==> src/rtl/linescanner_pattern_mimic.sv <==
// Synthetic line-scan sensor source: divided pixel clock, fixed-length lines separated by blanking, four test patterns.
// Define LINESCANNER_MIMIC_FRAME_EN to add frame framing (LINES_PER_FRAME, frame_start, frame_end).
module linescanner_pattern_mimic #(
  parameter int PIXEL_WIDTH     = 8,
  parameter int PIXELS_PER_LINE = 1024,
  parameter int LINE_GAP        = 16,
  parameter int CLOCK_DIVIDER   = 2
`ifdef LINESCANNER_MIMIC_FRAME_EN
  ,
  parameter int LINES_PER_FRAME = 64
`endif
) (
  input  logic                   main_clock_source,
  input  logic                   n_reset,
  input  logic                   enable,
  input  logic [1:0]             pattern_mode,
  input  logic [PIXEL_WIDTH-1:0] const_value,
  output logic                   pixel_clock,
  output logic [PIXEL_WIDTH-1:0] pixel_data,
  output logic                   pixel_captured,
  output logic                   line_start,
  output logic                   line_end,
  output logic                   busy,
  output logic [15:0]            line_count
`ifdef LINESCANNER_MIMIC_FRAME_EN
  ,
  output logic                   frame_start,
  output logic                   frame_end
`endif
);
  localparam int DIV_W    = $clog2(CLOCK_DIVIDER);
  localparam int IDX_W    = $clog2(PIXELS_PER_LINE);
  localparam int GAP_W    = (LINE_GAP > 1) ? $clog2(LINE_GAP) : 1;
  localparam int GAP_LAST = (LINE_GAP > 0) ? LINE_GAP - 1 : 0;

  localparam logic [DIV_W-1:0] DIV_LAST = DIV_W'(CLOCK_DIVIDER - 1);
  localparam logic [DIV_W-1:0] DIV_HALF = DIV_W'(CLOCK_DIVIDER / 2);
  localparam logic [IDX_W-1:0] IDX_LAST = IDX_W'(PIXELS_PER_LINE - 1);

  localparam logic [1:0] S_IDLE   = 2'd0;
  localparam logic [1:0] S_ACTIVE = 2'd1;
  localparam logic [1:0] S_GAP    = 2'd2;

  localparam logic [1:0] MODE_RAMP  = 2'd0;
  localparam logic [1:0] MODE_CONST = 2'd1;
  localparam logic [1:0] MODE_LFSR  = 2'd2;

  logic [1:0]             state, state_next;
  logic [DIV_W-1:0]       div_cnt, div_next;
  logic [IDX_W-1:0]       pix_idx;
  logic [GAP_W-1:0]       gap_cnt;
  logic [15:0]            lfsr, lfsr_next;
  logic [15:0]            line_count_next;
  logic [1:0]             mode_q;
  logic [PIXEL_WIDTH-1:0] const_q;
  logic [PIXEL_WIDTH-1:0] pattern_value;
  logic                   tick, idx_last, gap_last, idx_b3;
  logic                   line_done, line_begin;

  assign tick      = (div_cnt == DIV_LAST);
  assign div_next  = tick ? '0 : div_cnt + DIV_W'(1);
  assign idx_last  = (pix_idx == IDX_LAST);
  assign gap_last  = (gap_cnt == GAP_W'(GAP_LAST));
  assign line_done = tick && (state == S_ACTIVE) && idx_last;
  // A new line begins from IDLE, at the end of the gap, or straight after the last pixel when there is no gap.
  assign line_begin = tick && enable &&
                      ((state == S_IDLE) || ((state == S_GAP) && gap_last) ||
                       ((state == S_ACTIVE) && idx_last && (LINE_GAP == 0)));
  assign lfsr_next = {lfsr[14:0], lfsr[15] ^ lfsr[13] ^ lfsr[12] ^ lfsr[10]};
  assign busy      = (state != S_IDLE);

  generate
    if (IDX_W > 3) begin : g_idx_b3
      assign idx_b3 = pix_idx[3];
    end else begin : g_idx_b3_zero
      assign idx_b3 = 1'b0;
    end
  endgenerate

  // NOTE: every variable gets a default at the top of always_comb so no path leaves it unassigned (no latch).
  always_comb begin
    state_next = state;
    if (line_begin)
      state_next = S_ACTIVE;
    else if (line_done)
      state_next = (LINE_GAP > 0) ? S_GAP : S_IDLE;
    else if (tick && (state == S_GAP) && gap_last)
      state_next = S_IDLE;
    else if (state == 2'd3)
      state_next = S_IDLE;
  end

  always_comb begin
    line_count_next = line_count + 16'd1;
`ifdef LINESCANNER_MIMIC_FRAME_EN
    if (line_count == 16'(LINES_PER_FRAME - 1))
      line_count_next = 16'd0;
`endif
  end

  always_comb begin
    pattern_value = {PIXEL_WIDTH{idx_b3 ^ line_count[0]}};
    case (mode_q)
      MODE_RAMP:  pattern_value = PIXEL_WIDTH'(pix_idx) + line_count[PIXEL_WIDTH-1:0];
      MODE_CONST: pattern_value = const_q;
      MODE_LFSR:  pattern_value = lfsr[PIXEL_WIDTH-1:0];
      default:    ;
    endcase
  end

  // NOTE: sequential state uses non-blocking assignments so every register samples pre-edge values.
  always_ff @(posedge main_clock_source or negedge n_reset) begin
    if (!n_reset) begin
      state          <= S_IDLE;
      div_cnt        <= '0;
      pix_idx        <= '0;
      gap_cnt        <= '0;
      lfsr           <= 16'hACE1;
      mode_q         <= '0;
      const_q        <= '0;
      pixel_clock    <= 1'b0;
      pixel_data     <= '0;
      pixel_captured <= 1'b0;
      line_start     <= 1'b0;
      line_end       <= 1'b0;
      line_count     <= '0;
`ifdef LINESCANNER_MIMIC_FRAME_EN
      frame_start    <= 1'b0;
      frame_end      <= 1'b0;
`endif
    end else begin
      state          <= state_next;
      div_cnt        <= div_next;
      pixel_clock    <= (div_next >= DIV_HALF);
      pixel_captured <= 1'b0;
      line_start     <= 1'b0;
      line_end       <= 1'b0;
`ifdef LINESCANNER_MIMIC_FRAME_EN
      frame_start    <= 1'b0;
      frame_end      <= 1'b0;
`endif
      if (line_begin) begin
        pix_idx <= '0;
        mode_q  <= pattern_mode;
        const_q <= const_value;
      end else if (tick && (state == S_ACTIVE)) begin
        pix_idx <= idx_last ? '0 : pix_idx + IDX_W'(1);
      end

      if (line_done)
        gap_cnt <= '0;
      else if (tick && (state == S_GAP))
        gap_cnt <= gap_cnt + GAP_W'(1);

      if (tick && (state == S_ACTIVE)) begin
        pixel_data     <= pattern_value;
        pixel_captured <= 1'b1;
        line_start     <= (pix_idx == '0);
        line_end       <= idx_last;
`ifdef LINESCANNER_MIMIC_FRAME_EN
        frame_start    <= (pix_idx == '0) && (line_count == 16'd0);
        frame_end      <= idx_last && (line_count == 16'(LINES_PER_FRAME - 1));
`endif
        if (mode_q == MODE_LFSR)
          lfsr <= lfsr_next;
      end

      if (line_done)
        line_count <= line_count_next;
    end
  end
endmodule

==> config.mk <==
export PLATFORM = sky130hd
export DESIGN_NAME = linescanner_pattern_mimic
export DESIGN_NICKNAME = d
export VERILOG_FILES = /design/src/rtl/linescanner_pattern_mimic.sv
export SDC_FILE = /design/constraint.sdc
export NUM_CORES = 1
export LEC_CHECK = 0
export CORE_MARGIN = 2
export CORE_UTILIZATION = 34
export CTS_BUF_LIST = sky130_fd_sc_hd__clkbuf_4
export DETAILED_ROUTE_END_ITERATION = 10
export DONT_BUFFER_PORTS = 1
export GPL_TIMING_DRIVEN = 0
export PLACE_DENSITY = 0.61
export SLEW_MARGIN = 20
export SYNTH_ARGS = -nofsm -noshare
export SYNTH_HDL_FRONTEND = slang
export SYNTH_SLANG_ARGS = --single-unit
==> constraint.sdc <==
create_clock -name main_clock_source -period 2.1 [get_ports main_clock_source]
set_input_delay 0.105 -clock main_clock_source [delete_from_list [all_inputs] [get_ports main_clock_source]]
set_output_delay 0.105 -clock main_clock_source [all_outputs]
set_load 0.005 [all_outputs]
==> Word-level counts from Yosys, hierarchy flattened <==
Index checks and enable logic that the tools add are counted.
{ "totals": {"reg_bits": 71, "inputBits": 13, "out_inout_bits": 29, "word_cells": 60} }
{ "op_classes": {"n_addsub": 5, "order_cmp": 1, "n_eq_ne": 7, "muxes": 14, "bitwise_logic": 4, "reduce_logical": 16} }
{ "ops": {"columns": ["op", "count"], "rows": [
  ["10-bit two-way mux", 3],
  ["8-bit one-hot mux with 3 select lines", 1],
  ["16-bit by 1-bit adder with 16-bit output, second input constant", 1],
  ["10-bit by 1-bit adder with 10-bit output, second input constant", 1],
  ["10-bit equality test, second input constant", 1],
  ["10-bit zero test", 1],
  ["8-bit adder", 1],
  ["2-bit two-way mux", 4],
  ["4-bit two-way mux", 2],
  ["1-bit logical AND", 7],
  ["2-bit equality test, second input constant", 3],
  ["2-bit nonzero test", 3],
  ["4-bit by 1-bit adder with 4-bit output, second input constant", 1],
  ["2-bit by 1-bit equality test with 1-bit output, second input constant", 2],
  ["4-bit equality test, second input constant", 1],
  ["2-bit zero test", 2],
  ["1-bit two-way mux", 4],
  ["4-bit nonzero test", 1],
  ["1-bit XOR", 4],
  ["2-bit AND reduction", 1],
  ["1-bit adder, second input constant", 1],
  ["1-bit >= comparator, second input constant", 1],
  ["1-bit logical OR", 1]
]} }

==> Depth between registers and ports, before layout <==
Gate-level depths: netlist (run 1).
{ "depth": {"word_depth": 6, "depth_mapped": 8, "mapped_depth_nobuf": 6} }

==> Least setup slack after synthesis (run 1) <==
Ideal clock, no wire load.
{ "synth_timing": {"kind": "register to register", "from": "reg line_count[0]", "to": "reg pixel_data[6]", "setup_ns": 0.126, "arrival_ns": 1.885, "required_time_ns": 1.974, "slack_ns": 0.089, "stages_incl_launch_ff": 7, "n_path_buf": 0, "period_less_slack_ns": 2.011, "path_cell_list": "dfrtp_1 > ha_1 > fa_1 > a21oi_1 > a2bb2oi_1 > mux2i_1 > o32a_1"} }
{ "synth_via": {"elab_chain_len": 2, "word_cells_on_any_way": 3, "classes_between": "1 x add/sub; 1 x mux; 1 x bitwise"} }
{ "synth_lines": {"columns": ["item", "line_no", "rtl"], "rows": [
  ["from (decl)", "24", "output logic [15:0] line_count"],
  ["from (signal assigned)", "169", "line_count <= line_count_next;"],
  ["8-bit adder or 1-bit XOR (tied branches)", "104, 102", null],
  ["8-bit one-hot mux with 3 select lines (*)", "103", "case (mode_q)"],
  ["to (signal assigned)", "156", "pixel_data <= pattern_value;"],
  ["to (decl)", "19", "output logic [PIXEL_WIDTH-1:0] pixel_data,"]
]} }
Mark *: on every way between the ends. The rest lies on a longest branch, timed or not.
A chain may end at the register's enable or synchronous reset.

==> Final worst setup path (run 1) <==
Same ends and word-level chain as after synthesis.

==> impl_metrics.csv, run 1 <==
group,metric,value,unit
floorplan,fp-row-count,37,
power_and_ir_drop,total_power,2232,µW
sta,setup_tns,0,ns
power_and_ir_drop,leakagePower,0.001793,µW
finish,diodes,0,
yosys,yosys.area.top_type,"dfrtp_1",
min_path,holdPathStages,3,
placement,portBuffers,0,
power_and_ir_drop,peakVddDrop,0.0003104,V
grt,antenna_found_initial,0,
clock_tree,cts_tree,"done",
power_and_ir_drop,netSwitchingFraction,22.87,%
finish,drive_above_1_share,22.06,%
yosys,ys_warn_count,0,
floorplan,core-area,10280,µm²
yosys,syn-instance-count,320,
critical_path,crit_required,2.41,ns
sta,hold_viol_final,0,
critical_path,r2r_start,"line_count[0]$_DFFE_PN0P_",
power_and_ir_drop,seq_power_share,60.4,%
floorplan,start_util,34.79,%
clock_tree,clock_path_buffers,2,
critical_path,worstPathCellList,"ha_2, fa_2, a21oi_4, a2bb2oi_2, mux2i_1, o32a_1",
grt,grt_pass1_vias,2614,
clock_tree,clkSlewWorstSetupHoldPaths,0.11,ns
critical_path,crit_slowest_cell,"dfrtp_2",
power_and_ir_drop,internal-power,1722,µW
route,wirelength,7729,µm
critical_path,ff2ff_path_depth,6,
route,avgViaCountPerCell,5.099,
yosys,synth-edff-count,0,
grt,grt_pass1_wl,13210,µm
clock_tree,root_buffer,"clkbuf_4",
route,drc,0,
yosys,synth_common_cells,"62 x dfrtp_1, 27 x mux2_2, 26 x xnor2_1",
critical_path,end_kind,"register",
finish,area_growth,13.58,%
sta,min_period,2.003,ns
clock_tree,htree_levels,3,
route,detail_route.iter0.violations,108,
yosys,synth.avg_cell_area,11.17,µm²
power_and_ir_drop,p_sw,510.6,µW
floorplan,die_h,106.6,µm
critical_path,start_kind,"register",
run,maxCapViolations,0,
critical_path,cp_max_fo,6,
sta,max_freq,499.3,MHz
critical_path,ff2ff_setup_slack,0.1,ns
critical_path,critPathKind,"reg2reg",
yosys,synth.most_common_cell,"dfrtp_1",
power_and_ir_drop,power_frac_comb,2.2,%
yosys,yosys.area.top_type_share,43.39,%
grt,grt.total_usage,14.90,%
floorplan,fp.dieW,106.6,µm
sta,timing.hold.ws,0.06040,ns
min_path,hold_path_class,"in2reg",
sta,slew_violations,0,
sta,setup_viol,0,
sta,fin_skew,0.01004,ns
grt,grt_max_degree,71,
sta,relSlewSlack,65.45,%
placement,gp_congestion,0.8132,
yosys,ys_ff_latch,70,
finish,final_net_count,369,
min_path,hold_end,"state[0]$_DFFE_PN0P_",
yosys,ys_types,55,
route,ant_nets,0,
route,first_pass_iters,4,
yosys,ys_seq_area_share,49.27,%
sta,tightest_slew,0.5182,ns
power_and_ir_drop,power_density,549.6,nW/µm²
floorplan,io_pins,42,
clock_tree,cts_buffers,9,
critical_path,arrival,2.31,ns
yosys,synth_ff_type,"dfrtp_1",
sta,final.period_utilization,95.38,%
placement,dp_hpwl,5441,µm
yosys,syn_nets,345,
route,vias,2473,
critical_path,r2r_end,"pixel_data[6]$_DFFE_PN0P_",
min_path,worstHoldStart,"enable",
grt,grt-ovfl-total,0,
floorplan,dieArea,11350,µm²
clock_tree,cts_sinks,70,
yosys,async_flop_share,100.0,%
route,wl_per_cell,15.94,µm
yosys,synth_area,3576,µm²
yosys,synth_area_leaders,"dfrtp_1 43%, mux2_2 8.5%, xnor2_1 6.4%, dfstp_2 5.9%, ha_1 3.8%",
critical_path,cpPeakStageDelay,0.50,ns
power_and_ir_drop,clockPowerShare,37.5,%
status,status,"complete, no violations",
clock_tree,insertion_delay,0.42,ns
==> flip-flops by register name, indices dropped and copies added (netlist names), 2 cells and up <==
name and cells:
const_q 8, gap_cnt 4, pixel_data 8, line_count 16
pix_idx 10, state 2, mode_q 2, lfsr 16
==> placed cells by master, fill, tap and decap left out, types with 5 or more instances in the layout <==
cell,Yosys,routed
inv_1,7,7
a211oi_1,5,5
nand3b_1,6,6
xnor2_1,26,26
ha_1,11,10
nand3_1,13,13
dfstp_2,8,8
nor2_1,24,24
nand4_1,12,12
mux2_2,27,27
o21ai_0,12,12
dfrtp_1,62,60
buf_4,4,5
clkbuf_4,0,9
mux2i_1,6,6
nand2_1,16,16
a21oi_1,12,10
dlygate4sd3_1,0,11
==> metal layers <==
metal | track usage (%) | vias up | wire (µm)
met5 | 0 | - | 0
met3 | 4.844 | 12 | 407
li1 | - | 1213 | -
met4 | 5.380 | 0 | 133
met1 | 19.98 | 1194 | 3712
met2 | 22.53 | 54 | 3474
==> worst max-delay path, delay by kind of cell (launching register included) <==
kind	cells	cell delay (ns)
compound gates	3	0.69
mux	1	0.10
fa+ha+maj	2	0.62
flops	1	0.50
==> power by group through the flow <==
| stage | Clock, µW | Sequential (µW) | Combinational (µW) |
|---|---|---|---|
| finish | 836 | 1350 | 48.2 |
| global route | 946 | 1350 | 56.4 |
| global placement | 0 | 1370 | 0.157 |
| CTS | 876 | 1350 | 51.4 |
| floorplan | 0 | 1370 | 0.157 |
| detailed placement | 0 | 1370 | 0.157 |
==> final cells by class <==
cell class                      count  area, µm²
Buffer                             12      65.06
Clock buffer                        9      67.56
Clock inverter                      7      65.06
Fill cell                        1038       6216
Inverter                            7      26.28
Multi-Input combinational cell    231       1758
Sequential cell                    70       1764
Tap cell                          136      170.2
Timing Repair Buffer               13      145.1
==> stage by stage <==
step / instance area [µm²] / worst slack, ns / utilization [%] / cells
floorplan: 3576 / 0.08874 / - / 320
global placement: 3746 / -0.09551 / 36.45 / 456
detailed placement: 3746 / -0.1088 / 36.45 / 456
CTS: 4031 / 0.02379 / 39.23 / 484
global route: 4061 / -0.007862 / 39.52 / 485
finish: 4061 / 0.09710 / 39.52 / 485
==> how the worst max path moves through the flow <==
stage	startpoint	end	slack [ns]	cells after the start
after floorplan	line_count[0]$_DFFE_PN0P_	pixel_data[6]$_DFFE_PN0P_	0.09	6
after global placement	line_count[0]$_DFFE_PN0P_	pixel_data[6]$_DFFE_PN0P_	-0.1	6
after detailed placement	line_count[0]$_DFFE_PN0P_	pixel_data[6]$_DFFE_PN0P_	-0.11	6
after CTS	line_count[0]$_DFFE_PN0P_	pixel_data[6]$_DFFE_PN0P_	0.02	6
after global routing	line_count[0]$_DFFE_PN0P_	pixel_data[6]$_DFFE_PN0P_	-0.008	6
final	line_count[0]$_DFFE_PN0P_	pixel_data[6]$_DFFE_PN0P_	0.1	6
==> kinds of logic (layout without fill, tap and decap cells) <==
group                    Yosys count  after routing  synth area share [%]
AND/OR/NAND/NOR                  102            102                 16.20
flip-flops                        70             70                 49.27
AO/OA/AOI/OAI                     54             54                 10.04
multiplexers                      33             33                 10.18
XOR/XNOR                          30             30                 7.348
buffers and inverters             19             48                 2.554
adder cells (fa/ha/maj)           12             12                 4.409
==> repair_timing <==
| item | CTS | global route |
|---|---|---|
| hold endpoints to repair | 80 | 0 |
| pin swaps | 0 | 2 |
| gates resized for setup | 4 | 5 |
| hold buffers | 12 | 0 |
| buffers inserted | 0 | 1 |
| setup endpoints to repair | 8 | 13 |
(Power assumes the default switching activity.)
==> inputs of run 2 (changes only) <==
Settings changed: ABC_AREA set to 1.
==> impl_metrics.csv, run 2 <==
group,metric,value,unit
status,status,"complete, no violations",
route,wl_per_cell,13.78,µm
power_and_ir_drop,p_sw,553.1,µW
floorplan,fp.dieW,109.8,µm
clock_tree,cts_buffers,9,
sta,timing.hold.ws,0.1495,ns
yosys,synth_common_cells,"102 x nand2_1, 66 x inv_1, 62 x dfrtp_1",
grt,antenna_found_initial,0,
power_and_ir_drop,clockPowerShare,38.8,%
yosys,ys_warn_count,0,
critical_path,end_kind,"register",
clock_tree,clock_path_buffers,2,
finish,final_util,39.12,%
clock_tree,htree_levels,3,
floorplan,start_util,34.95,%
route,ant_nets,0,
yosys,syn_nets,484,
sta,slew_violations,0,
sta,fin_skew,0.01912,ns
finish,area_growth,11.94,%
critical_path,cp_max_fo,8,
yosys,synth.avg_cell_area,8.290,µm²
finish,finalInstanceArea,4259,µm²
sta,min_period,1.923,ns
finish,final_net_count,507,
clock_tree,root_buffer,"clkbuf_4",
power_and_ir_drop,seq_power_share,59.0,%
run,maxCapViolations,0,
power_and_ir_drop,power_density,536.5,nW/µm²
clock_tree,insertion_delay,0.42,ns
finish,final_cell_mix,"102 x nand2_1, 66 x inv_1, 61 x dfrtp_1, 35 x nor2_1, 31 x o21ai_0",
placement,dp_hpwl,6322,µm
sta,max_freq,520.0,MHz
finish,final_common_cell,"nand2_1",
grt,grt.total_usage,15.58,%
route,detail_route.iter0.violations,205,
yosys,async_flop_share,100.0,%
sta,tightest_slew,0.4965,ns
yosys,ys_ff_latch,70,
critical_path,arrival,2.25,ns
route,first_pass_iters,4,
power_and_ir_drop,power_frac_comb,2.2,%
yosys,yosys.area.top_type_share,40.78,%
yosys,yosys.area.top_type,"dfrtp_1",
power_and_ir_drop,peakVddDrop,0.0002882,V
power_and_ir_drop,internal-power,1732,µW
placement,place_area,3980,µm²
yosys,syn-instance-count,459,
yosys,synth-edff-count,0,
min_path,hold_path_class,"in2reg",
floorplan,dieArea,12050,µm²
yosys,synth_area_leaders,"dfrtp_1 41%, nand2_1 10%, inv_1 6.5%, dfstp_2 5.5%, o21ai_0 4.1%",
grt,grt_pass1_vias,2985,
grt,grt-ovfl-total,0,
sta,rsz0062_at_grt,"false",
grt,grt_pass1_wl,14470,µm
clock_tree,cts_tree,"done",
sta,setup_viol,0,
yosys,synth.most_common_cell,"nand2_1",
floorplan,die_h,109.8,µm
floorplan,fp-row-count,38,
power_and_ir_drop,total_power,2285,µW
floorplan,io_pins,42,
sta,final.period_utilization,91.58,%
sta,relSlewSlack,66.90,%
clock_tree,clkSlewWorstSetupHoldPaths,0.13,ns
placement,gp_congestion,0.8437,
route,avgViaCountPerCell,4.880,
yosys,ys_types,46,
power_and_ir_drop,netSwitchingFraction,24.20,%
finish,biggestRegsByFlops,"lfsr (16), line_count (16), pix_idx (10)",
floorplan,core-area,10890,µm²
sta,hold_viol_final,0,
route,wirelength,8641,µm
clock_tree,cts_sinks,70,
power_and_ir_drop,leakagePower,0.002024,µW
finish,drive_above_1_share,12.53,%
placement,portBuffers,0,
yosys,synth_area,3805,µm²
sta,setup_tns,0,ns
yosys,synth_ff_type,"dfrtp_1",
route,drc,0,
finish,diodes,0,
critical_path,crit_required,2.42,ns
route,vias,3060,
grt,grt_max_degree,71,
yosys,ys_seq_area_share,46.30,%
critical_path,start_kind,"register",
critical_path,critPathKind,"reg2reg",
## run 2: critical path, stage by stage, from the launching register on
cell and delay, ns:
dfrtp_2 0.50, ha_1 0.25, fa_1 0.38, nand2_1 0.10
nand3_1 0.11, a21oi_1 0.14, nor2_1 0.05, nand2_1 0.07
nand3b_1 0.09, o21ai_0 0.09, inv_1 0.06
## run 2: path summary, 6_finish.rpt
kind / start / endpoint / slack [ns] / cells past startpoint
max reg2reg: line_count[0]$_DFFE_PN0P_ / pixel_data[4]$_DFFE_PN0P_ / 0.18 / 10
min reg2reg: lfsr[9]$_DFFE_PN0P_ / lfsr[10]$_DFFE_PN1P_ / 0.50 / 2
min in group asynchronous: n_reset / const_q[4]$_DFFE_PN0N_ / 0.21 / 2
max in group asynchronous: n_reset / lfsr[15]$_DFFE_PN1P_ / 1.54 / 2
min: enable / const_q[7]$_DFFE_PN0N_ / 0.15 / 4
max: line_count[0]$_DFFE_PN0P_ / pixel_data[4]$_DFFE_PN0P_ / 0.18 / 10
## run 2: kinds of logic (layout without fill, tap and decap cells)
group	count (synthesis)	in the layout	share of synthesized area, %
compound gates	68	68	9.767
fa+ha+maj	12	12	4.143
flops	70	70	46.30
mux	5	5	1.480
buf+inv	82	110	8.911
xor+xnor	20	20	4.801
simple gates	202	202	24.60
## run 2: per-layer routing
metal  up-vias  wire (µm)  global-route usage, %
li1       1523          -                      -
met4         0        134                  5.606
met2        70       4048                  25.07
met5         -          0                      0
met3        10        505                  4.505
met1      1457       3952                  19.85
## run 2: stage by stage
stage / std cells / worst slack [ns]
floorplan: 459 / 0.3749
global placement: 599 / 0.1908
detailed placement: 599 / 0.1304
CTS: 627 / 0.1142
global route: 627 / 0.04758
finish: 627 / 0.1769
## run 2: power by group through the flow
| stage | logic [µW] | registers [µW] | clock network [µW] |
|---|---|---|---|
| 2_1_floorplan | 0.529 | 1370 | 0 |
| 3_3_place_gp | 0.803 | 1370 | 0 |
| 3_5_place_dp | 0.775 | 1370 | 0 |
| 4_1_cts | 52.2 | 1350 | 916 |
| 5_1_grt | 56.7 | 1350 | 974 |
| 6_report | 49.6 | 1350 | 887 |
## run 2: cell type report
| type | count | area [µm²] |
|---|---|---|
| timing repair buffer | 12 | 137.6 |
| fill | 1115 | 6629 |
| clock inverter | 7 | 72.57 |
| multi-input combinational | 307 | 1704 |
| inverter | 71 | 270.3 |
| buffer | 11 | 68.82 |
| tap | 140 | 175.2 |
| sequential | 70 | 1763 |
| clock buffer | 9 | 67.56 |
## run 2: timing repair
item                                    CTS  global route
hold endpoints to repair                 80             0
endpoints found under the setup margin    0             1
buffers inserted                          0             0
hold buffers                             12             0
gates resized for setup                   0             1
